<file path="src/rtl/tinyalu_pkg.sv">
// Shared tinyalu definitions: widths, the ALU operation encoding, the
// buffered command record and the command-driver FSM state type.
// No ports; imported by the driver and its command FIFO.
package tinyalu_pkg;

  localparam int OP_W     = 3;
  localparam int DATA_W   = 8;
  localparam int RESULT_W = 16;

  // Encodings 101 and 110 are unused by the ALU and are treated like no_op.
  typedef enum logic [OP_W-1:0] {
    NO_OP  = 3'b000,
    ADD_OP = 3'b001,
    AND_OP = 3'b010,
    XOR_OP = 3'b011,
    MUL_OP = 3'b100,
    RST_OP = 3'b111
  } operation_t;

  typedef struct packed {
    operation_t        op;
    logic [DATA_W-1:0] a;
    logic [DATA_W-1:0] b;
  } cmd_t;

  typedef enum logic [1:0] {
    IDLE,
    EXEC,
    RST,
    RESP
  } drv_state_t;

  // Operations that produce a result and therefore a response.
  function automatic logic is_arith(operation_t op);
    case (op)
      ADD_OP, AND_OP, XOR_OP, MUL_OP: return 1'b1;
      default:                        return 1'b0;
    endcase
  endfunction

endpackage

</file>
<file path="src/rtl/tinyalu_cmd_fifo.sv">
// Synchronous command FIFO for the tinyalu driver. Head entry is visible
// combinationally; a pushed entry becomes visible on the following cycle.
// Ports:
//   clk, reset             clock, asynchronous active-high reset (empties FIFO)
//   push, push_data        write request (ignored when full) and entry
//   pop                    remove head (ignored when empty)
//   head                   current head entry
//   full, empty, count     occupancy status
module tinyalu_cmd_fifo
  import tinyalu_pkg::*;
#(
  parameter int DEPTH = 4
) (
  input  logic                   clk,
  input  logic                   reset,
  input  logic                   push,
  input  cmd_t                   push_data,
  input  logic                   pop,
  output cmd_t                   head,
  output logic                   full,
  output logic                   empty,
  output logic [$clog2(DEPTH):0] count
);

  localparam int AW = $clog2(DEPTH);
  localparam logic [AW:0] DEPTH_C = (AW+1)'(DEPTH);

  cmd_t          mem [DEPTH];
  logic [AW-1:0] wr_ptr;
  logic [AW-1:0] rd_ptr;
  logic          do_push;
  logic          do_pop;

  assign full    = (count == DEPTH_C);
  assign empty   = (count == '0);
  assign do_push = push && !full;
  assign do_pop  = pop && !empty;
  assign head    = mem[rd_ptr];

  // Pointers are exactly AW bits wide, so the power-of-two depth makes
  // them wrap on their own.
  always_ff @(posedge clk or posedge reset) begin
    if (reset) begin
      wr_ptr <= '0;
      rd_ptr <= '0;
      count  <= '0;
    end else begin
      if (do_push) wr_ptr <= wr_ptr + AW'(1);
      if (do_pop)  rd_ptr <= rd_ptr + AW'(1);
      case ({do_push, do_pop})
        2'b10:   count <= count + (AW+1)'(1);
        2'b01:   count <= count - (AW+1)'(1);
        default: count <= count;
      endcase
    end
  end

  // Storage carries no reset; empty/count guard against reading stale data.
  always_ff @(posedge clk) begin
    if (do_push) mem[wr_ptr] <= push_data;
  end

endmodule

</file>
<file path="src/rtl/tinyalu_cmd_driver.sv">
// Command driver for the tinyalu. Buffers valid/ready commands in a FIFO,
// drives the ALU start/op/A/B/reset_n pins with the start-hold protocol,
// aborts a command whose done never arrives, and returns results over a
// valid/ready response interface.
// Ports:
//   clk, reset                      clock, asynchronous active-high reset
//   cmd_valid/ready, cmd_op/a/b     command input
//   alu_start/op/a/b, alu_reset_n   pins to the tinyalu
//   alu_done, alu_result            pins from the tinyalu
//   rsp_valid/ready                 response handshake
//   rsp_result/op/timeout           response payload
//   busy                            work pending or in progress
module tinyalu_cmd_driver
  import tinyalu_pkg::*;
#(
  parameter int FIFO_DEPTH   = 4,
  parameter int DONE_TIMEOUT = 16
) (
  input  logic                clk,
  input  logic                reset,
  input  logic                cmd_valid,
  output logic                cmd_ready,
  input  logic [OP_W-1:0]     cmd_op,
  input  logic [DATA_W-1:0]   cmd_a,
  input  logic [DATA_W-1:0]   cmd_b,
  output logic                alu_start,
  output logic [OP_W-1:0]     alu_op,
  output logic [DATA_W-1:0]   alu_a,
  output logic [DATA_W-1:0]   alu_b,
  output logic                alu_reset_n,
  input  logic                alu_done,
  input  logic [RESULT_W-1:0] alu_result,
  output logic                rsp_valid,
  input  logic                rsp_ready,
  output logic [RESULT_W-1:0] rsp_result,
  output logic [OP_W-1:0]     rsp_op,
  output logic                rsp_timeout,
  output logic                busy
);

  localparam int TW = $clog2(DONE_TIMEOUT) + 1;
  localparam logic [TW-1:0] TMO_LAST = TW'(DONE_TIMEOUT - 1);

  cmd_t                        fifo_head;
  logic                        fifo_full;
  logic                        fifo_empty;
  logic [$clog2(FIFO_DEPTH):0] fifo_count;
  logic                        pop;

  drv_state_t          state_q, state_d;
  logic                alu_start_q, alu_start_d;
  logic [OP_W-1:0]     alu_op_q, alu_op_d;
  logic [DATA_W-1:0]   alu_a_q, alu_a_d;
  logic [DATA_W-1:0]   alu_b_q, alu_b_d;
  logic                alu_reset_n_q, alu_reset_n_d;
  logic [RESULT_W-1:0] rsp_result_q, rsp_result_d;
  logic [OP_W-1:0]     rsp_op_q, rsp_op_d;
  logic                rsp_timeout_q, rsp_timeout_d;
  logic [TW-1:0]       tmo_cnt_q, tmo_cnt_d;

  tinyalu_cmd_fifo #(
    .DEPTH(FIFO_DEPTH)
  ) u_fifo (
    .clk       (clk),
    .reset     (reset),
    .push      (cmd_valid && cmd_ready),
    .push_data ('{op: operation_t'(cmd_op), a: cmd_a, b: cmd_b}),
    .pop       (pop),
    .head      (fifo_head),
    .full      (fifo_full),
    .empty     (fifo_empty),
    .count     (fifo_count)
  );

  assign cmd_ready   = !fifo_full && !reset;
  assign alu_start   = alu_start_q;
  assign alu_op      = alu_op_q;
  assign alu_a       = alu_a_q;
  assign alu_b       = alu_b_q;
  // The pulse register idles high; masking with reset lets the ALU leave
  // reset in the very first cycle after release.
  assign alu_reset_n = alu_reset_n_q && !reset;
  assign rsp_valid   = (state_q == RESP);
  assign rsp_result  = rsp_result_q;
  assign rsp_op      = rsp_op_q;
  assign rsp_timeout = rsp_timeout_q;
  assign busy        = (state_q != IDLE) || (fifo_count != '0);

  // Next-state and next-output logic. Every ALU pin and response field is
  // registered, so values chosen here appear on the pins one cycle later.
  always_comb begin
    state_d       = state_q;
    pop           = 1'b0;
    alu_start_d   = 1'b0;
    alu_op_d      = alu_op_q;
    alu_a_d       = alu_a_q;
    alu_b_d       = alu_b_q;
    alu_reset_n_d = 1'b1;
    rsp_result_d  = rsp_result_q;
    rsp_op_d      = rsp_op_q;
    rsp_timeout_d = rsp_timeout_q;
    tmo_cnt_d     = tmo_cnt_q;

    case (state_q)
      IDLE: begin
        // A no_op start pulse is being driven this cycle; popping now would
        // merge the pulse with the next command's start.
        if (!fifo_empty && !alu_start_q) begin
          pop       = 1'b1;
          alu_op_d  = fifo_head.op;
          alu_a_d   = fifo_head.a;
          alu_b_d   = fifo_head.b;
          tmo_cnt_d = '0;
          if (is_arith(fifo_head.op)) begin
            alu_start_d = 1'b1;
            state_d     = EXEC;
          end else if (fifo_head.op == RST_OP) begin
            alu_reset_n_d = 1'b0;
            state_d       = RST;
          end else begin
            alu_start_d = 1'b1;
          end
        end
      end

      EXEC: begin
        // Done wins over the timeout when both land in the same cycle.
        if (alu_done) begin
          rsp_result_d  = alu_result;
          rsp_op_d      = alu_op_q;
          rsp_timeout_d = 1'b0;
          state_d       = RESP;
        end else if (tmo_cnt_q == TMO_LAST) begin
          rsp_result_d  = '0;
          rsp_op_d      = alu_op_q;
          rsp_timeout_d = 1'b1;
          state_d       = RESP;
        end else begin
          alu_start_d = 1'b1;
          tmo_cnt_d   = tmo_cnt_q + TW'(1);
        end
      end

      RST: begin
        state_d = IDLE;
      end

      RESP: begin
        if (rsp_ready) state_d = IDLE;
      end

      default: begin
        state_d = IDLE;
      end
    endcase
  end

  // State and registered outputs.
  always_ff @(posedge clk or posedge reset) begin
    if (reset) begin
      state_q       <= IDLE;
      alu_start_q   <= 1'b0;
      alu_op_q      <= '0;
      alu_a_q       <= '0;
      alu_b_q       <= '0;
      alu_reset_n_q <= 1'b1;
      rsp_result_q  <= '0;
      rsp_op_q      <= '0;
      rsp_timeout_q <= 1'b0;
      tmo_cnt_q     <= '0;
    end else begin
      state_q       <= state_d;
      alu_start_q   <= alu_start_d;
      alu_op_q      <= alu_op_d;
      alu_a_q       <= alu_a_d;
      alu_b_q       <= alu_b_d;
      alu_reset_n_q <= alu_reset_n_d;
      rsp_result_q  <= rsp_result_d;
      rsp_op_q      <= rsp_op_d;
      rsp_timeout_q <= rsp_timeout_d;
      tmo_cnt_q     <= tmo_cnt_d;
    end
  end

endmodule

</file>
<file path="config.mk">
export PLATFORM = sky130hd
export DESIGN_NAME = tinyalu_cmd_driver
export DESIGN_NICKNAME = d
export VERILOG_FILES = /design/src/rtl/tinyalu_pkg.sv /design/src/rtl/tinyalu_cmd_fifo.sv /design/src/rtl/tinyalu_cmd_driver.sv
export SDC_FILE = /design/constraint.sdc
export NUM_CORES = 1
export LEC_CHECK = 0
export BUFFER_PORTS_ARGS = -buffer_cell sky130_fd_sc_hd__buf_2
export CAP_MARGIN = 0
export CORE_MARGIN = 4
export CORE_UTILIZATION = 60
export DETAILED_ROUTE_END_ITERATION = 7
export GPL_TIMING_DRIVEN = 0
export PLACE_DENSITY_LB_ADDON = 0.12
export SLEW_MARGIN = 20
export SYNTH_ARGS = -nofsm -noshare
export SYNTH_HDL_FRONTEND = slang
export SYNTH_SLANG_ARGS = --single-unit
</file>
<file path="constraint.sdc">
create_clock -name clk -period 3.9 [get_ports clk]
set_clock_uncertainty 0.15 [all_clocks]
set_input_delay 0.195 -clock clk [delete_from_list [all_inputs] [get_ports clk]]
set_output_delay 0.195 -clock clk [all_outputs]
set_load 0.01 [all_outputs]
</file>
Word level (Yosys, flattened, before mapping)
Memory sizes are Yosys's and may differ from the RTL's.
Cells that the tools add are included.
Storage, ports and cells
  bits in writable memories: 76
  flip-flop bits (word level): 55
  latch bits: 0
  ROM bits: 0
  output and inout bits: 44
  logic and storage cells: 93
  memories: 1
Memory list
  u_fifo.mem: depth 4, bits a word 19, rd ports 1, clocked after Yosys merged registers in 0, wr ports 1, line tinyalu_cmd_fifo.sv:28  | cmd_t mem [DEPTH];
Cells by class
  bitwise operators: 0
  multiplexer cells: 33
  add/sub/neg operators: 5
  equality and inequality tests: 18
  reductions and logical operators: 23
  divide/modulo/power cells: 0
  $mul: 0
  shift-type cells: 0
  magnitude comparators: 0
Operator list (count)
  $mux W16: 2
  $mux W1: 16
  $mux W5: 3
  $mux W2: 6
  $pmux W5 S2: 1
  $eq A3 B3 Y1 const B: 3
  $pmux W2 S4: 1
  $reduce_and A4 Y1: 2
  $reduce_bool A2 Y1: 4
  $eq A2 B2 Y1 const B: 3
  $eq A3 B2 Y1 const B: 2
  $logic_and A1 B1 Y1: 6
  $mux W3: 2
  $ne A2 B2 Y1 const B: 3
  $ne A3 B3 Y1 const B: 2
  $pmux W3 S2: 1
  $add A5 B1 Y5 const B: 1
  $eq A5 B4 Y1 const B: 1
  $add A2 B1 Y2 const B: 2
  $eq A2 B1 Y1 const B: 2
  $logic_not A1 Y1: 4
  $reduce_and A2 Y1: 2
  $reduce_or A4 Y1: 1
  $add A3 B1 Y3 const B: 1
  8 further kinds: 8

Longest topological paths before layout
An unclocked memory read counts as a cell.
  depth in word-level cells: 9
  gate-level depth with buffers: 10

By module
From an unflattened synthesis, not the netlist that was laid out.
Second synthesis, totals
  cells, all modules: 317
  area total of the unflattened synthesis: 5101.1 µm²
Modules (own cells, without submodules)
  tinyalu_cmd_fifo: seq. area each 2457.4 µm², cells an instance 137, area an instance 3189.3 µm², times used 1
  tinyalu_cmd_driver: seq. area each 1202.4 µm², cells an instance 180, area an instance 1911.8 µm², times used 1

Worst setup path after synthesis
Ideal clock, no wire load.
  path type: register -> register
  start: reg tmo_cnt_q[0]
  end: reg tmo_cnt_q[3]
  arrival: 2052 ps
  setup time: 77 ps
  period minus slack after synthesis: 2279 ps
  cell stages (with the launch flop): 8
  buffers on the path: 1
  setup slack: 1621 ps
  path through: dfrtp_1 > ha_1 > and3_1 > ha_1 > or4b_4 > buf_6 > or3_1 > a21oi_1
Between the ends
  longest elaborated chain between the ends: 4
  elaborated cells between the ends (all ways): 7
RTL lines
  start: declaration: line tinyalu_cmd_driver.sv:59  | logic [TW-1:0] tmo_cnt_q, tmo_cnt_d;
  start signal: assignment: line tinyalu_cmd_driver.sv:181  | tmo_cnt_q <= tmo_cnt_d;
  $add A5 B1 Y5: line tinyalu_cmd_driver.sv:140  | tmo_cnt_d = tmo_cnt_q + TW'(1);
  $mux W5: line tinyalu_cmd_driver.sv:133  | end else if (tmo_cnt_q == TMO_LAST) begin
  $mux W5: line tinyalu_cmd_driver.sv:128  | if (alu_done) begin
  $pmux W5 S2: line tinyalu_cmd_driver.sv:104  | case (state_q)
Parallel ways exist; a longest one is shown, timed or not. The select of a mux whose other input is x is not followed.
A chain may end at the register's enable or synchronous reset.

Final worst setup path
  start: reg u_fifo.count[0]
  end: mem u_fifo.mem[3][18] in the netlist's numbering, enable pin
Between the ends
  longest elaborated chain between the ends: 7
RTL lines
  start: declaration: line tinyalu_cmd_fifo.sv:22  | output logic [$clog2(DEPTH):0] count
  start signal: assignment: line tinyalu_cmd_fifo.sv:51  | 2'b10: count <= count + (AW+1)'(1);
  start signal: assignment: line tinyalu_cmd_fifo.sv:52  | 2'b01: count <= count - (AW+1)'(1);
  start signal: assignment: line tinyalu_cmd_fifo.sv:53  | default: count <= count;
  $eq A3 B3 Y1 *: line tinyalu_cmd_fifo.sv:34  | assign full = (count == DEPTH_C);
  $logic_not A1 Y1 *: line tinyalu_cmd_fifo.sv:36, tinyalu_cmd_driver.sv:75
  $logic_and A1 B1 Y1: line tinyalu_cmd_driver.sv:75  | assign cmd_ready = !fifo_full && !reset;
  $logic_and A1 B1 Y1: line tinyalu_cmd_driver.sv:66  | .push (cmd_valid && cmd_ready),
  $logic_and A1 B1 Y1 *: line tinyalu_cmd_fifo.sv:36  | assign do_push = push && !full;
  $mux W1 *: line tinyalu_cmd_fifo.sv:60  | if (do_push) mem[wr_ptr] <= push_data;
  $mux W1 (not written as such) *: line tinyalu_cmd_fifo.sv:60
  end: declaration: line tinyalu_cmd_fifo.sv:28
Every way passes the cells marked *; elsewhere a longest branch is shown, timed or not.

==> flow_metrics.env <==
export IMPL_outcome="complete, no violations"
export IMPL_critPathBufInv=0
export IMPL_clock_sinks=131
export IMPL_cp_data_required_time_ps=3870
export IMPL_ctsHoldBuffers=39
export IMPL_ys_seq_area_share_pct=72.0
export IMPL_via_per_inst=5.49
export IMPL_nets=464
export IMPL_fin_setup_tns_ps=0
export IMPL_cts_resized=0
export IMPL_hold_violations=0
export IMPL_synth_compound_area_share_pct=4.83
export IMPL_hold_slack_ps=241
export IMPL_hold_class="input port to async pin"
export IMPL_path_delay_family="simple AND/OR/NAND/NOR gates"
export IMPL_rsz0062_at_grt="no"
export IMPL_fin_crit_ps=2670
export IMPL_ys_flop_type="edfxtp_1"
export IMPL_netlist_top_cells_area="edfxtp_1 45%, dfrtp_1 27%, mux4_2 8.4%"
export IMPL_root_buffer="clkbuf_8"
export IMPL_grt_max_degree=56
export IMPL_die_w_um=100
export IMPL_cp_arrival_ps=2640
export IMPL_diodes=0
export IMPL_synthTopCellsByCount="76 x edfxtp_1, 54 x dfrtp_1, 24 x mux2_2"
export IMPL_power_switching_w=0.00152
export IMPL_p_leak_nw=2.70
export IMPL_maxCapViolCount=0
export IMPL_synthXorXnorAreaFrac_pct=1.03
export IMPL_post_drt_wl_per_cell_um=18.1
export IMPL_portBuffers=83
export IMPL_yosys_register_bits=131
export IMPL_crit_chain="nor2_1 -> a211oi_1 -> and2_1"
export IMPL_clock_latency_ps=510
export IMPL_cts_tree="yes"
export IMPL_clk_path_buf_depth=2
export IMPL_cts_clk_slew_worst_paths_ps=60
export IMPL_drt_iter0_drc=118
export IMPL_syn_nets=323
export IMPL_worst_slew_pin_transition_ps=1100
export IMPL_async_flop_share_pct=42.0
export IMPL_n_fill_cell=460
export IMPL_drc=0
export IMPL_grt_pass1_vias=3058
export IMPL_power_share_switching_pct=29.8
export IMPL_rows=33
export IMPL_p_clk_share_pct=29.5
export IMPL_grt_pass1_wl_um=15400
export IMPL_netlist_area_um2=5080
export IMPL_slew_viol_final=0
export IMPL_core_area_um2=8220
export IMPL_power_frac_seq_pct=39.7
export IMPL_regArea_um2=3660
export IMPL_max_slew_margin_pct=26.8
export IMPL_antenna_found_initial=0
export IMPL_synth_simple_gate_area_share_pct=3.55
export IMPL_p_per_area_nw_per_um2=774
export IMPL_synth_adder_area_share_pct=2.12
export IMPL_drive_gt1_share_pct=39.9
export IMPL_yosysTopAreaCell="edfxtp_1"
export IMPL_fin_crit_sh_pct=68.5
export IMPL_endpoint_kind="register"
export IMPL_final_antenna_net_count=0
export IMPL_path_class="register to register"
export IMPL_vias=2930
export IMPL_dieArea_um2=10000
export IMPL_boundaryPins=84
export IMPL_cts_buffers=17
export IMPL_synth_most_common_cell="edfxtp_1"
export IMPL_vdd_drop_max_mv=0.494
export IMPL_ys_types=40
export IMPL_grt_overflow=0
export IMPL_cpPeakStageDelay_ps=960
export IMPL_wirelength_um=9690
export IMPL_synth_edff_count=76
export IMPL_max_freq_mhz=374
export IMPL_synth_top_area_share_pct=44.9
export IMPL_crit_slowest_cell="and2_1"
export IMPL_fin_area_um2=6600
export IMPL_dp_hpwl_um=5840
export IMPL_first_pass_iters=4
export IMPL_floorplan_initialDensity_pct=61.8
export IMPL_grt_use_total_pct=20.9
export IMPL_syn_inst=275
export IMPL_synthMuxAreaShare_pct=13.9
export IMPL_post_cts_buffers=0
export IMPL_gp_congestion=0.739
export IMPL_combPwrFrac_pct=30.8
export IMPL_crit_fanout=19
export IMPL_dieHeight_um=100
export IMPL_syn_to_final_growth_pct=29.8
export IMPL_p_int_w=0.00359
export IMPL_placed_area_um2=5630
export IMPL_syn_avg_cell_area_um2=18.5
export IMPL_ys_warn_count=0
export IMPL_cts_max_level=4
export IMPL_synth_top_family_by_area="multiplexers"
export IMPL_cp_start_kind="register"
export IMPL_setup_viol=0
export IMPL_multiInputGateArea_um2=1290
[placed cells by master (no fill, tap or decap), types with 4 or more instances in the layout]
cell,Yosys,routed
a21oi_1,4,4
a22o_1,16,16
and2_1,6,6
buf_2,2,85
buf_6,4,4
clkbuf_16,0,16
clkinvlp_4,0,5
dfrtp_1,54,54
dlygate4sd3_1,0,39
edfxtp_1,76,76
ha_1,7,7
inv_1,13,12
mux2_2,24,24
mux4_2,19,19
nand3_1,4,4
nor2_1,5,5
o21ai_0,4,4
xnor2_1,4,4
[state kept, by name (all words and copies together), names as in the netlist, 3 cells and up]
signal / count
u_fifo.mem: 76
rsp_op: 3
rsp_result: 16
tmo_cnt_q: 5
alu_b: 8
alu_a: 8
u_fifo.count: 3
alu_op: 3
[cell families after synthesis]
family                   Yosys count
multiplexers                      44
AND/OR/NAND/NOR                   31
adder cells (fa/ha/maj)            8
flip-flops                       131
XOR/XNOR                           6
AO/OA/AOI/OAI                     31
buffers and inverters             24
[routing by layer]
metal | routed length, µm | global-route usage (%) | up-vias | part of all wire, %
met3 | 449 | 5.63 | 18 | 4.6
met4 | 163 | 7.67 | 0 | 1.7
li1 | - | - | 1344 | -
met2 | 5000 | 35.4 | 91 | 52
met1 | 4080 | 26.1 | 1477 | 42
met5 | 0 | 0 | - | 0
[metrics by stage]
stage | std cells | util (%) | power, W | worst slack (ps)
2_1_floorplan | 275 | - | 0.00310 | 1620
3_3_place_gp | 463 | 68.5 | 0.00354 | 1280
3_5_place_dp | 463 | 68.5 | 0.00360 | 1220
4_1_cts | 534 | 80.3 | 0.00515 | 1240
5_1_grt | 534 | 80.3 | 0.00537 | 1100
6_report | 534 | 80.3 | 0.00511 | 1230
[power by group through the flow]
stage	clock (W)	combinational, W	sequential (W)
floorplan	0	0.000994	0.00211
global placement	0	0.00151	0.00203
detailed placement	0	0.00156	0.00205
CTS	0.00153	0.00160	0.00203
global route	0.00159	0.00171	0.00207
finish	0.00151	0.00157	0.00203
[worst min-delay path, cell delays in order]
cell and delay (ps):
dlygate4sd3_1 540, buf_2 150, inv_4 500
[cell type report]
class	instances	share of cell area (%)
buffer	10	1.12
clock buffer	19	6.70
clock inverter	13	2.03
inverter	14	0.835
multi-input combinational	120	19.6
sequential	131	55.5
tap	105	1.99
timing repair buffer	122	12.2
[final timing paths]
path	to	startpoint	cells past startpoint	slack (ps)
setup / recovery	u_fifo.mem[3][18]	u_fifo.count[0]	3	1230
hold / removal	tmo_cnt_q[0]	reset	3	240
setup reg to reg	u_fifo.mem[3][18]	u_fifo.count[0]	3	1230
min in group clk	u_fifo.mem[1][13]	cmd_a[5]	2	280
max in group asynchronous	alu_b[4]	reset	3	2910
hold reg to reg	rsp_result[2]	rsp_result[2]	1	340
No activity file was read; power rests on OpenSTA's default activity.
